<file path="src/rtl/scoreboard_pkg.sv">
// scoreboard_pkg: segment encodings and scan FSM state shared by the scoreboard display blocks.
package scoreboard_pkg;
  typedef enum logic {ST_BLANK, ST_ON} state_e;
  localparam logic [6:0] SEG_0    = 7'b0111111;
  localparam logic [6:0] SEG_1    = 7'b0000110;
  localparam logic [6:0] SEG_2    = 7'b1011011;
  localparam logic [6:0] SEG_3    = 7'b1001111;
  localparam logic [6:0] SEG_4    = 7'b1100110;
  localparam logic [6:0] SEG_5    = 7'b1101101;
  localparam logic [6:0] SEG_6    = 7'b1111101;
  localparam logic [6:0] SEG_7    = 7'b0000111;
  localparam logic [6:0] SEG_8    = 7'b1111111;
  localparam logic [6:0] SEG_9    = 7'b1101111;
  localparam logic [6:0] SEG_DASH = 7'b1000000;
endpackage

</file>
<file path="src/rtl/scoreboard_seg_decode.sv">
// scoreboard_seg_decode: BCD to {g,f,e,d,c,b,a} segments; non-decimal codes show a dash.
module scoreboard_seg_decode
  import scoreboard_pkg::*;
(
  input  logic [3:0] bcd,
  output logic [6:0] seg
);
  always_comb begin
    case (bcd)
      4'd0:    seg = SEG_0;
      4'd1:    seg = SEG_1;
      4'd2:    seg = SEG_2;
      4'd3:    seg = SEG_3;
      4'd4:    seg = SEG_4;
      4'd5:    seg = SEG_5;
      4'd6:    seg = SEG_6;
      4'd7:    seg = SEG_7;
      4'd8:    seg = SEG_8;
      4'd9:    seg = SEG_9;
      default: seg = SEG_DASH;
    endcase
  end
endmodule

</file>
<file path="src/rtl/scoreboard_scan_ctrl.sv">
// scoreboard_scan_ctrl: multiplexed 7-segment scan with blanking, PWM brightness and frame-synchronous update.
// Define SCOREBOARD_LZ_BLANK_EN to blank zero-valued tens digits.
module scoreboard_scan_ctrl
  import scoreboard_pkg::*;
#(
  parameter int NUM_DIGITS   = 4,
  parameter int PRESCALE     = 1000,
  parameter int BLANK_CYCLES = 16
) (
  input  logic                    wb_clk_i,
  input  logic                    wb_rst_i,
  input  logic [4*NUM_DIGITS-1:0] digit_bcd,
  input  logic                    load,
  input  logic [3:0]              brightness,
  output logic [6:0]              seg,
  output logic [NUM_DIGITS-1:0]   digit_en,
  output logic                    upd_pending,
  output logic                    frame_start
);
  localparam int CW  = $clog2(PRESCALE);
  localparam int IW  = NUM_DIGITS > 1 ? $clog2(NUM_DIGITS) : 1;
  localparam int SUB = (PRESCALE - BLANK_CYCLES) / 16;
  localparam int SW  = SUB > 1 ? $clog2(SUB) : 1;
  logic [CW-1:0]           cnt_q, cnt_d;
  logic [IW-1:0]           idx_q, idx_d;
  state_e                  state_q, state_d;
  logic [3:0]              bright_q, bright_d;
  logic [3:0]              step_q, step_d;
  logic [SW-1:0]           sub_q, sub_d;
  logic [4*NUM_DIGITS-1:0] active_q, active_d, pending_q, pending_d;
  logic                    upd_q, upd_d, fs_q, fs_d;
  logic [6:0]              seg_q, seg_d, dec_seg;
  logic [NUM_DIGITS-1:0]   en_q, en_d;
  logic                    slot_wrap, frame_wrap, go_on, sub_last, lz;
  logic [3:0]              nib;
  scoreboard_seg_decode u_dec (.bcd(nib), .seg(dec_seg));
  always_comb begin
    slot_wrap  = cnt_q == CW'(PRESCALE - 1);
    frame_wrap = slot_wrap && idx_q == IW'(NUM_DIGITS - 1);
    go_on      = cnt_q == CW'(BLANK_CYCLES - 1);
    sub_last   = sub_q == SW'(SUB - 1);
    cnt_d      = slot_wrap ? '0 : cnt_q + 1'b1;
    idx_d      = frame_wrap ? '0 : (slot_wrap ? idx_q + 1'b1 : idx_q);
    state_d    = go_on ? ST_ON : (slot_wrap ? ST_BLANK : state_q);
    bright_d   = go_on ? brightness : bright_q;
    sub_d      = (go_on || sub_last) ? '0 : sub_q + 1'b1;
    step_d     = go_on ? '0 : ((state_q == ST_ON && sub_last) ? step_q + 1'b1 : step_q);
    pending_d  = load ? digit_bcd : pending_q;
    active_d   = frame_wrap ? pending_q : active_q;
    upd_d      = load | (upd_q & ~frame_wrap);
    fs_d       = frame_wrap;
    nib        = active_q[{idx_q, 2'b00} +: 4];
`ifdef SCOREBOARD_LZ_BLANK_EN
    lz         = idx_q[0] && nib == 4'd0;
`else
    lz         = 1'b0;
`endif
    seg_d      = (state_q == ST_ON && !lz) ? dec_seg : '0;
    en_d       = (state_q == ST_ON && step_q < bright_q) ? NUM_DIGITS'(1) << idx_q : '0;
  end
  always_ff @(posedge wb_clk_i) begin
    if (wb_rst_i) begin
      cnt_q     <= '0;
      idx_q     <= '0;
      state_q   <= ST_BLANK;
      bright_q  <= '0;
      step_q    <= '0;
      sub_q     <= '0;
      active_q  <= '0;
      pending_q <= '0;
      upd_q     <= 1'b0;
      fs_q      <= 1'b0;
      seg_q     <= '0;
      en_q      <= '0;
    end else begin
      cnt_q     <= cnt_d;
      idx_q     <= idx_d;
      state_q   <= state_d;
      bright_q  <= bright_d;
      step_q    <= step_d;
      sub_q     <= sub_d;
      active_q  <= active_d;
      pending_q <= pending_d;
      upd_q     <= upd_d;
      fs_q      <= fs_d;
      seg_q     <= seg_d;
      en_q      <= en_d;
    end
  end
  assign seg         = seg_q;
  assign digit_en    = en_q;
  assign upd_pending = upd_q;
  assign frame_start = fs_q;
endmodule

</file>
<file path="config.mk">
export PLATFORM = sky130hd
export DESIGN_NAME = scoreboard_scan_ctrl
export DESIGN_NICKNAME = d
export VERILOG_FILES = /design/src/rtl/scoreboard_pkg.sv /design/src/rtl/scoreboard_seg_decode.sv /design/src/rtl/scoreboard_scan_ctrl.sv
export SDC_FILE = /design/constraint.sdc
export NUM_CORES = 1
export LEC_CHECK = 0
export ABC_AREA = 1
export CAP_MARGIN = 20
export CORE_AREA = 2 2 78 87
export DETAILED_ROUTE_END_ITERATION = 16
export DIE_AREA = 0 0 80 89
export PLACE_DENSITY = 0.78
export SKIP_LAST_GASP = 1
export SLEW_MARGIN = 20
export SYNTH_ARGS = -nofsm -noshare
export SYNTH_HDL_FRONTEND = slang
export SYNTH_SLANG_ARGS = --single-unit
export TNS_END_PERCENT = 50
</file>
<file path="constraint.sdc">
create_clock -name wb_clk_i -period 1.4 [get_ports wb_clk_i]
set_input_delay 0.21 -clock wb_clk_i [delete_from_list [all_inputs] [get_ports wb_clk_i]]
set_output_delay 0.21 -clock wb_clk_i [all_outputs]
set_load 0.03 [all_outputs]
</file>
# --- After elaboration in Yosys (flattened, before gate mapping) ---
# Memories as Yosys holds them, arrays and structs flattened. A register that Yosys moved wholly into a read port is not among the register bits.
# Cells that the tools add are included.
totals:
  output_inout_bits: 13
  input_bits: 23
  n_memories: 1
  romBits: 112
  word_cells: 41
  reg_bits: 65
  ramBits: 0
  latch_bits: 0
classes:
  n_div: 0
  bitwise: 5
  reduce_logical: 11
  shift: 2
  n_addsub: 4
  n_eq_ne: 4
  multipliers: 0
  magnitude_cmp: 1
  muxes: 2
memory_table:
  columns: ["memory", "depth", "word_bits", "rd", "rd_ports_with_merged_regs", "wr", "line_no", "text"]
  rows:
  - ["(no name shown)", 16, 7, 1, 1, 0, "scoreboard_seg_decode.sv:9", "case (bcd)"]
op_table:
  columns: ["operator", "n"]
  rows:
  - ["indexed part select 16 x 5 -> 4 bit", 1]
  - ["OR reduction 2 bit", 6]
  - ["adder 10 x 1 -> 10 bit (second input constant)", 1]
  - ["equality test 10 bit (second input constant)", 1]
  - ["equality test 10 x 4 -> 1 bit (second input constant)", 1]
  - ["adder 6 x 1 -> 6 bit (second input constant)", 1]
  - ["equality test 6 bit (second input constant)", 1]
  - ["adder 4 x 1 -> 4 bit (second input constant)", 1]
  - ["less-than comparator 4 bit", 1]
  - ["left shift 1 x 2 -> 4 bit (first input constant)", 1]
  - ["logical AND 1 bit", 3]
  - ["inverter 1 bit", 3]
  - ["adder 2 x 1 -> 2 bit (second input constant)", 1]
  - ["equality test 2 bit (second input constant)", 1]
  - ["2-to-1 mux 1 bit", 2]
  - ["nonzero test 2 bit", 1]
  - ["AND 1 bit", 1]
  - ["logical OR 1 bit", 1]
  - ["bitwise OR 1 bit", 1]

# --- Logic depth before layout (Yosys ltp) ---
depth:
  depth_word: 5
  mapped_depth: 11

# --- Cells and area by module ---
# Synthesis repeated with hierarchy kept, for this count alone.
unflattened:
  cells_unflattened: 433
  area_unflattened_um2: 3201.8
modules_own_cells:
  columns: ["mod", "area_each_um2", "cells_each", "instances"]
  rows:
  - ["scoreboard_scan_ctrl", 2989.1, 393, 1]
  - ["scoreboard_seg_decode", 212.7, 40, 1]

# --- Least setup slack after synthesis ---
# OpenSTA, ideal clock, no wires.
synth_path:
  kind: "register -> register"
  from: "reg idx_q[1]"
  to: "reg seg_q[5], in the netlist seg[5]"
  slack_ns: -0.049
  arrival_time_ns: 1.380
  path_buffers: 1
  synth_period_minus_slack_ns: 1.449
  stages_incl_launch_ff: 12
  path_cell_list: "dfxtp_1 > buf_6 > inv_1 > nand3_1 > nand2_1 > inv_1 > ha_1 > inv_1 > nand3_1 > nand2_1 > nand2_1 > a21oi_1"
synth_via:
  elab_chain_len: 1
synth_rtl:
  columns: ["element", "line_no", "text"]
  rows:
  - ["start, declared", "scoreboard_scan_ctrl.sv:25", "logic [IW-1:0] idx_q, idx_d;"]
  - ["start signal, assigned", "scoreboard_scan_ctrl.sv:77", "idx_q <= idx_d;"]
  - ["indexed part select 16 x 5 -> 4 bit", "scoreboard_scan_ctrl.sv:52", "nib = active_q[{idx_q, 2'b00} +: 4];"]
  - ["end, declared", "scoreboard_scan_ctrl.sv:32", "logic [6:0] seg_q, seg_d, dec_seg;"]
# No other way between the ends.
# A chain may end at the register's enable or synchronous reset.

# --- Worst setup path after layout ---
layout_path:
  from: "reg idx_q[0]"
  to: "reg seg_q[3], in the netlist seg[3]"
# Same word-level chain as after synthesis.

==> flow_summary.yaml <==
status:
  status: "finished, violations left"
  violations: "setup timing"
floorplan:
  die_y_um: 89
  row_count: 30
  coreArea_um2: 6160
  die-width_um: 80
  die_area_um2: 7120
  start_util: 0.492
  io_pins: 36
timing:
  tightest_slew_ns: 0.307
  period_minus_slack_ns: 1.54
  maxSlewViolCount: 0
  setup_viol: 23
  hold_viol_final: 0
  setup_slack_ns: -0.143
  holdWs_ns: 0.428
  rsz0062_at_grt: "yes"
  clock.fmax_ghz: 0.648
  relSlewSlack: 0.796
  skew_ns: 0.0107
  period_share: 1.10
worst_setup_path:
  worstSetupPathType: "reg2reg"
  crit_arrival_ns: 1.83
  required_ns: 1.69
  critPathMaxStageDelay_ns: 0.40
  cp-start-kind: "flop"
  worst_path_max_delay_cell: "dfxtp_4"
  r2r-start: "idx_q[0]$_SDFFE_PP0P_"
  worstSetupEndpointType: "flop"
  crit_path_start: "idx_q[0]$_SDFFE_PP0P_"
  crit_fanout: 7
  worstPathCellList: "buf_8, nand2_4, nand3_4, nand2_4, buf_12, ha_4, nand3_2, nand2_1, nand2_1, a21oi_2"
cells_and_area:
  instances_no_fill: 546
  area_delta_synth_final_pct: 41.6
  fillers: 482
  drive_gt1_frac: 0.238
  diodes: 0
  final_common_cell: "nand2_1"
  fin_area_um2: 4290
  nNetsFinal: 498
  final_cell_mix: "nand2_1, dfxtp_1, nor2_1"
logic_synthesis:
  ys_seq_area_frac: 0.476
  synth_nets: 430
  postSynthAreaPerCell_um2: 7.71
  synth_seq_cells: 72
  synth_area_um2: 3030
  synth_cell_types: 31
  yosysWarnings: 0
  synth_cells: 393
place:
  portBuffers: 35
  place.gp.congestion: 0.856
  dpl.cell_count: 520
  place_area_um2: 3620
  hpwl_um: 4340
drt:
  wl_per_cell_um: 13.2
  dr_total_vias: 2763
  wirelength_um: 7210
  routed_via_density: 5.06
  postRouteAntennaNets: 0
  drtIter0Drc: 95
  drt_first_pass_iters: 5
  drc: 0
power:
  p_per_area_nw_per_um2: 981
  power_leakage_nw: 1.97
  vdd_ir_drop_max_mv: 0.625
cts:
  clk_pin_slew_ns: 0.08
  cts_tree: "yes"
  cts_made_buffers: 9
  clock-sinks: 72
  root_buffer: "clkbuf_8"
  clock_latency_ns: 0.36
  clockBufferDepth: 2
  cts_htree_levels: 3
global_routing:
  antenna_found_initial: 0
  grt_max_degree: 35
  grt_pass1_wl_um: 10700
  grt_pass1_vias: 2504
  gr-total-overflow: 0
  grtUsageTotal: 0.193
job:
  cap_violations: 0
hold_path:
  min_from: "digit_bcd[9]"
  hold_class: "in2reg"
-- final timing paths --
check	to	slack [ns]	depth (start not counted)
setup / recovery	seg[3]$_SDFF_PP0_	-0.14	10
hold / removal	pending_q[9]$_SDFFE_PP0P_	0.43	3
setup reg to reg	seg[3]$_SDFF_PP0_	-0.14	10
hold reg to reg	active_q[8]$_SDFFE_PP0P_	0.45	2
-- what timing repair did --
item,4_1_cts,5_1_grt
hold buffers,0,0
gates resized for setup,31,59
hold endpoints to repair,0,0
buffers inserted,0,6
setup endpoints to repair,30,52
cloned,0,4
pin swaps,11,34
-- cell type report --
class	count	area (um2)	share of cell area
flip-flops and latches	72	1450	0.338
repair buffers	65	656	0.153
clock inverters	7	103	0.0239
well taps	80	100	0.0233
inverters	33	129	0.0300
clock buffers	9	124	0.0289
multi-input cells	280	1730	0.403
-- power breakdown --
part           total [mW]  switching, mW  leakage, nW  internal, mW
logic               0.225          0.108         1.28         0.117
clock network        1.85          0.832        0.110          1.02
registers            2.13         0.0355        0.587          2.09
total                4.21          0.976         1.97          3.23
-- kinds of logic (layout without fill, tap and decap cells) --
group           after synthesis  in the layout  synth area share
flops                        72             72             0.476
buf+inv                      43            114            0.0603
xor+xnor                      9              9            0.0260
compound gates               36             36            0.0603
simple gates                219            221             0.320
fa+ha+maj                    14             14            0.0578
-- flip-flops by register name, indices dropped and copies added (netlist names) --
name and count:
cnt_q 10, sub_q 6, seg 7, pending_q 16, step_q 4, bright_q 4, digit_en 4, idx_q 2
active_q 16, state_q 1, upd_pending 1, frame_start 1
-- per-stage QoR --
step,worst slack [ns],util,power (mW),setup TNS (ns)
finish,-0.143,0.697,4.21,-1.03
global route,-0.183,0.697,4.35,-3.53
CTS,-0.0784,0.634,4.21,-0.614
detailed placement,-0.118,0.587,2.38,-0.859
global placement,-0.0196,0.587,2.37,-0.0828
floorplan,0.0116,-,2.26,0
-- critical path, delay by kind of cell (launching register included) --
family	cells	cell delay, ns
and+or+nand+nor	6	0.43
DFF	1	0.40
buffers and inverters	2	0.28
adders and majority gates	1	0.25
AOI/OAI and AO/OA	1	0.12
-- per-layer routing --
| layer | track usage | share of wire |
|---|---|---|
| met1 | 0.226 | 0.42 |
| met2 | 0.330 | 0.51 |
| met3 | 0.0424 | 0.041 |
| met4 | 0.105 | 0.038 |
| met5 | 0 | 0 |
-- synthesized netlist by cell type --
library cell  number  area, um2
a21oi_1           13       65.1
ha_1              14        175
buf_2              2       10.0
clkbuf_1           5       18.8
and2_1             1       6.26
o22ai_1            1       6.26
xor2_1             6       52.6
xnor2_1            3       26.3
nor2_4             1       11.3
buf_6              2       22.5
nand3_2            3       30.0
inv_1             29        109
nand4_1            2       12.5
nand2b_1           1       6.26
nor2_8             1       20.0
nand3_1           40        200
clkinv_1           2       7.51
nor3b_1            1       7.51
nor3_1             9       45.0
and3_1             1       6.26
nand2_4            1       11.3
dfxtp_1           72       1440
inv_2              2       7.51
nor2_2             1       6.26
buf_4              1       7.51
o21ai_0           21        105
nor2_1            54        203
nand2_1           98        368
nand2_2            2       12.5
a31oi_1            1       6.26
nand3b_1           3       22.5
(Power assumes the default switching activity.)
